===== config.mk =====
export PLATFORM = sky130hd
export DESIGN_NAME = uart_rx_fifo_flat
export DESIGN_NICKNAME = d
export VERILOG_FILES = /design/src/rtl/uart_pkg.sv /design/src/rtl/uart_rx_fifo_if.sv /design/src/rtl/uart_fifo_ram.sv /design/src/rtl/uart_rx_fifo.sv /design/src/flat_wrapper.sv
export SDC_FILE = /design/constraint.sdc
export NUM_CORES = 1
export LEC_CHECK = 0
export BUFFER_PORTS_ARGS = -buffer_cell sky130_fd_sc_hd__buf_2
export CORE_UTILIZATION = 36
export DETAILED_ROUTE_END_ITERATION = 6
export PLACE_DENSITY = 0.63
export SLEW_MARGIN = 10
export SYNTH_ARGS = -nofsm -noshare
export SYNTH_HDL_FRONTEND = slang
export SYNTH_SLANG_ARGS = --single-unit
export TNS_END_PERCENT = 30

===== constraint.sdc =====
create_clock -name clk -period 6.05 [get_ports clk]
set_input_delay 0.605 -clock clk [delete_from_list [all_inputs] [get_ports clk]]
set_output_delay 0.605 -clock clk [all_outputs]
set_load 0.1 [all_outputs]

===== src/rtl/uart_pkg.sv =====
// rtl/uart_pkg.sv - shared UART constants for receiver, transmitter and FIFO
package uart_pkg;
    localparam int UART_DBIT           = 8;
    localparam int UART_FIFO_ADDR_W    = 4;
    localparam int UART_FIFO_AF_THRESH = 12;
endpackage


===== src/rtl/uart_rx_fifo_if.sv =====
// rtl/uart_rx_fifo_if.sv - write/read/status bundle between UART receiver, host and RX FIFO
import uart_pkg::*;

interface uart_rx_fifo_if #(
    parameter int DBIT   = UART_DBIT,
    parameter int ADDR_W = UART_FIFO_ADDR_W
);
    logic              wr_en;
    logic [DBIT-1:0]   wr_data;
    logic              rd_en;
    logic              clr_overrun;
    logic [DBIT-1:0]   rd_data;
    logic              empty;
    logic              full;
    logic              almost_full;
    logic [ADDR_W:0]   count;
    logic              overrun;

    modport master (
        output wr_en, wr_data, rd_en, clr_overrun,
        input  rd_data, empty, full, almost_full, count, overrun
    );

    modport slave (
        input  wr_en, wr_data, rd_en, clr_overrun,
        output rd_data, empty, full, almost_full, count, overrun
    );
endinterface


===== src/rtl/uart_fifo_ram.sv =====
// rtl/uart_fifo_ram.sv - register-array storage, one sync write port and one async read port
import uart_pkg::*;

module uart_fifo_ram #(
    parameter int DBIT   = UART_DBIT,
    parameter int ADDR_W = UART_FIFO_ADDR_W
) (
    input  logic              clk,
    input  logic              i_we,
    input  logic [ADDR_W-1:0] i_waddr,
    input  logic [DBIT-1:0]   i_wdata,
    input  logic [ADDR_W-1:0] i_raddr,
    output logic [DBIT-1:0]   o_rdata
);
    // Storage is deliberately not reset; the pointers define what is valid.
    logic [DBIT-1:0] r_mem [2**ADDR_W];

    always_ff @(posedge clk) begin
        if (i_we) begin
            r_mem[i_waddr] <= i_wdata;
        end
    end

    assign o_rdata = r_mem[i_raddr];
endmodule


===== src/rtl/uart_rx_fifo.sv =====
// rtl/uart_rx_fifo.sv - UART receive FIFO with sticky overrun; UART_RX_FIFO_FWFT_EN selects fall-through read
import uart_pkg::*;

module uart_rx_fifo #(
    parameter int          DBIT      = UART_DBIT,
    parameter int          ADDR_W    = UART_FIFO_ADDR_W,
    parameter int unsigned AF_THRESH = UART_FIFO_AF_THRESH
) (
    input  logic           clk,
    input  logic           reset_n,
    uart_rx_fifo_if.slave  bus
);
    localparam logic [ADDR_W:0] LP_DEPTH = {1'b1, {ADDR_W{1'b0}}};
    localparam logic [ADDR_W:0] LP_AF    = AF_THRESH[ADDR_W:0];

    logic [ADDR_W-1:0] r_wr_ptr;
    logic [ADDR_W-1:0] r_rd_ptr;
    logic [ADDR_W:0]   r_count;
    logic              r_overrun;

    logic              w_empty;
    logic              w_full;
    logic              w_wr_acc;
    logic              w_rd_acc;
    logic              w_ovr_set;
    logic [DBIT-1:0]   w_ram_rdata;

    assign w_empty   = (r_count == '0);
    assign w_full    = (r_count == LP_DEPTH);
    // A full FIFO still takes a write when a pop frees the slot in the same cycle.
    assign w_wr_acc  = bus.wr_en & (~w_full | bus.rd_en);
    assign w_rd_acc  = bus.rd_en & ~w_empty;
    assign w_ovr_set = bus.wr_en & w_full & ~bus.rd_en;

    uart_fifo_ram #(
        .DBIT   (DBIT),
        .ADDR_W (ADDR_W)
    ) u_ram (
        .clk     (clk),
        .i_we    (w_wr_acc),
        .i_waddr (r_wr_ptr),
        .i_wdata (bus.wr_data),
        .i_raddr (r_rd_ptr),
        .o_rdata (w_ram_rdata)
    );

    always_ff @(posedge clk or negedge reset_n) begin
        if (!reset_n) begin
            r_wr_ptr  <= '0;
            r_rd_ptr  <= '0;
            r_count   <= '0;
            r_overrun <= 1'b0;
        end else begin
            if (w_wr_acc) begin
                r_wr_ptr <= r_wr_ptr + 1'b1;
            end
            if (w_rd_acc) begin
                r_rd_ptr <= r_rd_ptr + 1'b1;
            end
            case ({w_wr_acc, w_rd_acc})
                2'b10:   r_count <= r_count + 1'b1;
                2'b01:   r_count <= r_count - 1'b1;
                default: r_count <= r_count;
            endcase
            // Setting takes priority so a drop coinciding with a clear is not lost.
            if (w_ovr_set) begin
                r_overrun <= 1'b1;
            end else if (bus.clr_overrun) begin
                r_overrun <= 1'b0;
            end
        end
    end

`ifdef UART_RX_FIFO_FWFT_EN
    assign bus.rd_data = w_empty ? '0 : w_ram_rdata;
`else
    logic [DBIT-1:0] r_rd_data;

    always_ff @(posedge clk or negedge reset_n) begin
        if (!reset_n) begin
            r_rd_data <= '0;
        end else if (w_rd_acc) begin
            r_rd_data <= w_ram_rdata;
        end
    end

    assign bus.rd_data = r_rd_data;
`endif

    assign bus.empty       = w_empty;
    assign bus.full        = w_full;
    assign bus.almost_full = (r_count >= LP_AF);
    assign bus.count       = r_count;
    assign bus.overrun     = r_overrun;
endmodule

===== src/flat_wrapper.sv =====
// flat-port wrapper written by rule: the top's interface ports become plain ports
module uart_rx_fifo_flat 
#(
    parameter int          DBIT      = UART_DBIT,
    parameter int          ADDR_W    = UART_FIFO_ADDR_W,
    parameter int unsigned AF_THRESH = UART_FIFO_AF_THRESH
)
  (clk, reset_n, bus_wr_en, bus_wr_data, bus_rd_en, bus_clr_overrun, bus_rd_data, bus_empty, bus_full, bus_almost_full, bus_count, bus_overrun);
  uart_rx_fifo_if #(.DBIT(DBIT), .ADDR_W(ADDR_W)) bus_i ();
  input  logic clk;
  input  logic reset_n;
  input wire logic [$bits(bus_i.wr_en)-1:0] bus_wr_en;
  input wire logic [$bits(bus_i.wr_data)-1:0] bus_wr_data;
  input wire logic [$bits(bus_i.rd_en)-1:0] bus_rd_en;
  input wire logic [$bits(bus_i.clr_overrun)-1:0] bus_clr_overrun;
  output wire logic [$bits(bus_i.rd_data)-1:0] bus_rd_data;
  output wire logic [$bits(bus_i.empty)-1:0] bus_empty;
  output wire logic [$bits(bus_i.full)-1:0] bus_full;
  output wire logic [$bits(bus_i.almost_full)-1:0] bus_almost_full;
  output wire logic [$bits(bus_i.count)-1:0] bus_count;
  output wire logic [$bits(bus_i.overrun)-1:0] bus_overrun;
  assign bus_i.wr_en = bus_wr_en;
  assign bus_i.wr_data = bus_wr_data;
  assign bus_i.rd_en = bus_rd_en;
  assign bus_i.clr_overrun = bus_clr_overrun;
  assign bus_rd_data = bus_i.rd_data;
  assign bus_empty = bus_i.empty;
  assign bus_full = bus_i.full;
  assign bus_almost_full = bus_i.almost_full;
  assign bus_count = bus_i.count;
  assign bus_overrun = bus_i.overrun;
  uart_rx_fifo #(.DBIT(DBIT), .ADDR_W(ADDR_W), .AF_THRESH(AF_THRESH)) u_core (.clk(clk), .reset_n(reset_n), .bus(bus_i));
endmodule

==> impl_metrics.prom <==
# TYPE chip_impl_metric gauge
chip_impl_metric{name="die_height",unit="um"} 132
chip_impl_metric{name="syn-cell-area",unit="sq um"} 6060
chip_impl_metric{name="setup.reg_to_reg.worst_slack",unit="ns"} 2.93
chip_impl_info{name="leading_cell_type_in_the_layout_fill_and_taps_excluded",value="sky130_fd_sc_hd__edfxtp_1"} 1
chip_impl_metric{name="via_per_inst",unit=""} 5.09
chip_impl_info{name="grt_setup_unrepaired",value="no"} 1
chip_impl_metric{name="routed_wl",unit="um"} 11300
chip_impl_metric{name="drt_pass1_iterations",unit=""} 4
chip_impl_metric{name="detailedRoute.firstIterationViolations",unit=""} 219
chip_impl_metric{name="period_utilization_post_route",unit="%"} 51.6
chip_impl_metric{name="flow.area_growth_from_synthesis",unit="%"} 16.3
chip_impl_metric{name="routedWlPerCell",unit="um"} 19.4
chip_impl_metric{name="totalNegativeSetupSlack",unit="ns"} 0
chip_impl_metric{name="ctsLongestPathBuffers",unit=""} 2
chip_impl_info{name="clock_root_buffer",value="sky130_fd_sc_hd__clkbuf_16"} 1
chip_impl_metric{name="report.power.total",unit="mW"} 3.73
chip_impl_metric{name="maxCapViolations",unit=""} 0
chip_impl_metric{name="post_synth_edffs",unit=""} 128
chip_impl_metric{name="cellPowerDensity",unit="nW/um^2"} 529
chip_impl_metric{name="yosysWarnings",unit=""} 0
chip_impl_metric{name="num_vias",unit=""} 2956
chip_impl_metric{name="setup_viol_count_final",unit=""} 0
chip_impl_metric{name="cts_sinks",unit=""} 150
chip_impl_metric{name="post_cts_hold_buffer_count",unit=""} 0
chip_impl_metric{name="ys_ff_latch",unit=""} 150
chip_impl_metric{name="final_cell_area",unit="sq um"} 7050
chip_impl_info{name="critical_path_class",value="reg2reg"} 1
chip_impl_metric{name="vdd_drop_max",unit="mV"} 0.324
chip_impl_metric{name="number_of_global_route_vias_before_repair",unit=""} 3147
chip_impl_metric{name="share_of_cells_above_drive_strength_1",unit="%"} 26.7
chip_impl_metric{name="power.leakage",unit="nW"} 2.45
chip_impl_metric{name="number_of_instances_in_the_synthesized_netlist",unit=""} 310
chip_impl_info{name="outcome",value="completed"} 1
chip_impl_info{name="postSynth.topFlopCell",value="sky130_fd_sc_hd__edfxtp_1"} 1
chip_impl_metric{name="num_io_pins",unit=""} 30
chip_impl_metric{name="final-hold-violation-count",unit=""} 0
chip_impl_info{name="hold_class",value="in2async"} 1
chip_impl_metric{name="cp_data_required_time",unit="ns"} 6.40
chip_impl_metric{name="yosys.cell_types.count",unit=""} 33
chip_impl_metric{name="critical_path_arrival",unit="ns"} 3.48
chip_impl_metric{name="dpl-instance-area",unit="sq um"} 6430
chip_impl_metric{name="finalCoreUtilization",unit="%"} 42.7
chip_impl_metric{name="final_net_count",unit=""} 370
chip_impl_metric{name="ant_nets",unit=""} 0
chip_impl_metric{name="cts_repair_resize_count",unit=""} 0
chip_impl_metric{name="clk_latency",unit="ns"} 0.42
chip_impl_info{name="commonest_cells_after_routing_fill_and_taps_aside",value="128 x sky130_fd_sc_hd__edfxtp_1, 29 x sky130_fd_sc_hd__buf_2, 20 x sky130_fd_sc_hd__dfrtp_1"} 1
chip_impl_metric{name="maxSlewViolCount",unit=""} 0
chip_impl_metric{name="rows",unit=""} 47
chip_impl_metric{name="crit_path_max_fanout",unit=""} 21
chip_impl_metric{name="setup_slack",unit="ns"} 2.93
chip_impl_metric{name="placement.io_buffers",unit=""} 29
chip_impl_metric{name="tightestPinTransition",unit="ns"} 1.01
chip_impl_metric{name="synth_seq_area_share",unit="%"} 72.5
chip_impl_metric{name="postSynth.asyncResetShare",unit="%"} 14.7
chip_impl_metric{name="start_util",unit="%"} 36.7
chip_impl_metric{name="synthesis.nets",unit=""} 333
chip_impl_metric{name="cts_inserted_buffers",unit=""} 17
chip_impl_metric{name="place_ws",unit="ns"} 2.94
chip_impl_info{name="start_kind",value="register"} 1
chip_impl_metric{name="cts-htree-levels",unit=""} 4
chip_impl_metric{name="final_critical_path_time_including_i_o_delays_and_setup",unit="ns"} 3.12
chip_impl_info{name="cts_tree",value="done"} 1
chip_impl_metric{name="drc_errors",unit=""} 0
chip_impl_metric{name="max-slew-margin-rel",unit="%"} 32.6
chip_impl_metric{name="core",unit="sq um"} 16500
chip_impl_metric{name="antenna_found_initial",unit=""} 0
chip_impl_metric{name="die_w",unit="um"} 132
chip_impl_metric{name="globalplace.congestion",unit=""} 0.786
chip_impl_metric{name="fin_worst_skew",unit="ns"} 0.00838
chip_impl_metric{name="die-area",unit="sq um"} 17400
chip_impl_metric{name="clk_pin_slew_worst_paths",unit="ns"} 0.06
chip_impl_metric{name="dpl.hpwl",unit="um"} 7010
chip_impl_metric{name="synthesis.area_per_instance",unit="sq um"} 19.6
chip_impl_metric{name="max_freq",unit="GHz"} 0.320
chip_impl_info{name="worst_setup_path_end_kind",value="register"} 1
chip_impl_metric{name="grt_start_max_net_pins",unit=""} 36
chip_impl_metric{name="grt_first_pass_wirelength",unit="um"} 18100
chip_impl_metric{name="grt_overflow_total",unit=""} 0
chip_impl_metric{name="grt.total_usage",unit="%"} 14.3
chip_impl_metric{name="buffer_count_from_post_cts_setup_fixing",unit=""} 0
-- per-stage QoR --
step           cells  hold WS (ns)
2_1_floorplan    310         0.309
3_3_place_gp     548         0.529
3_5_place_dp     548         0.552
4_1_cts          580         0.165
5_1_grt          580         0.188
6_report         581         0.158
-- area by class of cell --
| class | instances | area (sq um) |
|---|---|---|
| inverters | 7 | 26.3 |
| clock buffers | 19 | 443 |
| diodes | 1 | 2.50 |
| multi-input cells | 137 | 1550 |
| clock inverters | 13 | 179 |
| fillers | 1405 | 9470 |
| flip-flops and latches | 150 | 4400 |
| repair buffers | 34 | 183 |
| well taps | 220 | 275 |
-- final timing paths --
check                                    start                  end  cells after the start
setup reg to reg           u_core.bus.count[1]  u_core.bus.count[4]                      8
min in group clk               bus_clr_overrun   u_core.bus.overrun                      2
max in group asynchronous              reset_n   u_core.r_rd_ptr[1]                      1
hold reg to reg             u_core.bus.overrun   u_core.bus.overrun                      2
hold / removal                         reset_n  u_core.bus.count[3]                      1
setup / recovery           u_core.bus.count[1]  u_core.bus.count[4]                      8
-- synthesized netlist by cell type (3+ instances only) --
master	count	area share [%]
sky130_fd_sc_hd__a21oi_1	10	0.83
sky130_fd_sc_hd__buf_2	5	0.41
sky130_fd_sc_hd__buf_6	4	0.74
sky130_fd_sc_hd__clkbuf_1	6	0.37
sky130_fd_sc_hd__dfrtp_1	22	9.1
sky130_fd_sc_hd__edfxtp_1	128	63
sky130_fd_sc_hd__ha_1	9	1.9
sky130_fd_sc_hd__inv_1	7	0.43
sky130_fd_sc_hd__mux2_2	10	1.9
sky130_fd_sc_hd__mux4_1	18	7.8
sky130_fd_sc_hd__mux4_2	14	5.2
sky130_fd_sc_hd__nand2_1	10	0.62
sky130_fd_sc_hd__nand2b_1	3	0.31
sky130_fd_sc_hd__nor2_1	14	0.87
sky130_fd_sc_hd__nor3_1	4	0.33
sky130_fd_sc_hd__o21ai_0	3	0.25
sky130_fd_sc_hd__o22ai_1	15	1.5
sky130_fd_sc_hd__xnor2_1	8	1.2
-- critical path, cell delays in order, from the launching register on --
cell                      delay, ns
sky130_fd_sc_hd__dfrtp_1       0.43
sky130_fd_sc_hd__or4_4         0.60
sky130_fd_sc_hd__o21a_1        0.44
sky130_fd_sc_hd__ha_1          0.41
sky130_fd_sc_hd__fa_1          0.43
sky130_fd_sc_hd__a21o_1        0.17
sky130_fd_sc_hd__a21oi_1       0.17
sky130_fd_sc_hd__mux2i_1       0.25
sky130_fd_sc_hd__xnor2_1       0.13
-- sequential cells by signal, summed over array words and instances (netlist names) --
| name | flops |
|---|---|
| u_core.r_wr_ptr | 4 |
| u_core.u_ram.r_mem | 128 |
| u_core.bus.rd_data | 8 |
| u_core.bus.overrun | 1 |
| u_core.bus.count | 5 |
| u_core.r_rd_ptr | 4 |
-- report_power, final --
| part | internal, mW | total, mW | switching (mW) |
|---|---|---|---|
| Combinational | 0.424 | 1.18 | 0.761 |
| Sequential | 1.29 | 1.45 | 0.164 |
| Clock | 0.698 | 1.10 | 0.400 |
| Total | 2.41 | 3.73 | 1.32 |
-- per-layer routing --
| layer | share of wire, % | wire [um] | track usage (%) |
|---|---|---|---|
| met1 | 46 | 5150 | 18.9 |
| met2 | 48 | 5460 | 22.3 |
| met3 | 4.3 | 487 | 4.27 |
| met4 | 1.5 | 174 | 5.75 |
| met5 | 0 | 0 | 0 |
-- cell families (layout without fill, tap and decap cells) --
kind of cell	after synthesis	count (layout)	share of synthesized area [%]
flops	150	150	72.5
mux	43	43	15.0
simple gates	39	39	3.12
compound gates	35	35	3.75
buf+inv	23	73	2.02
fa+ha+maj	10	10	2.19
xor+xnor	10	10	1.44
other cells	0	1	0
Note: power is estimated with default switching activity, not from simulation.
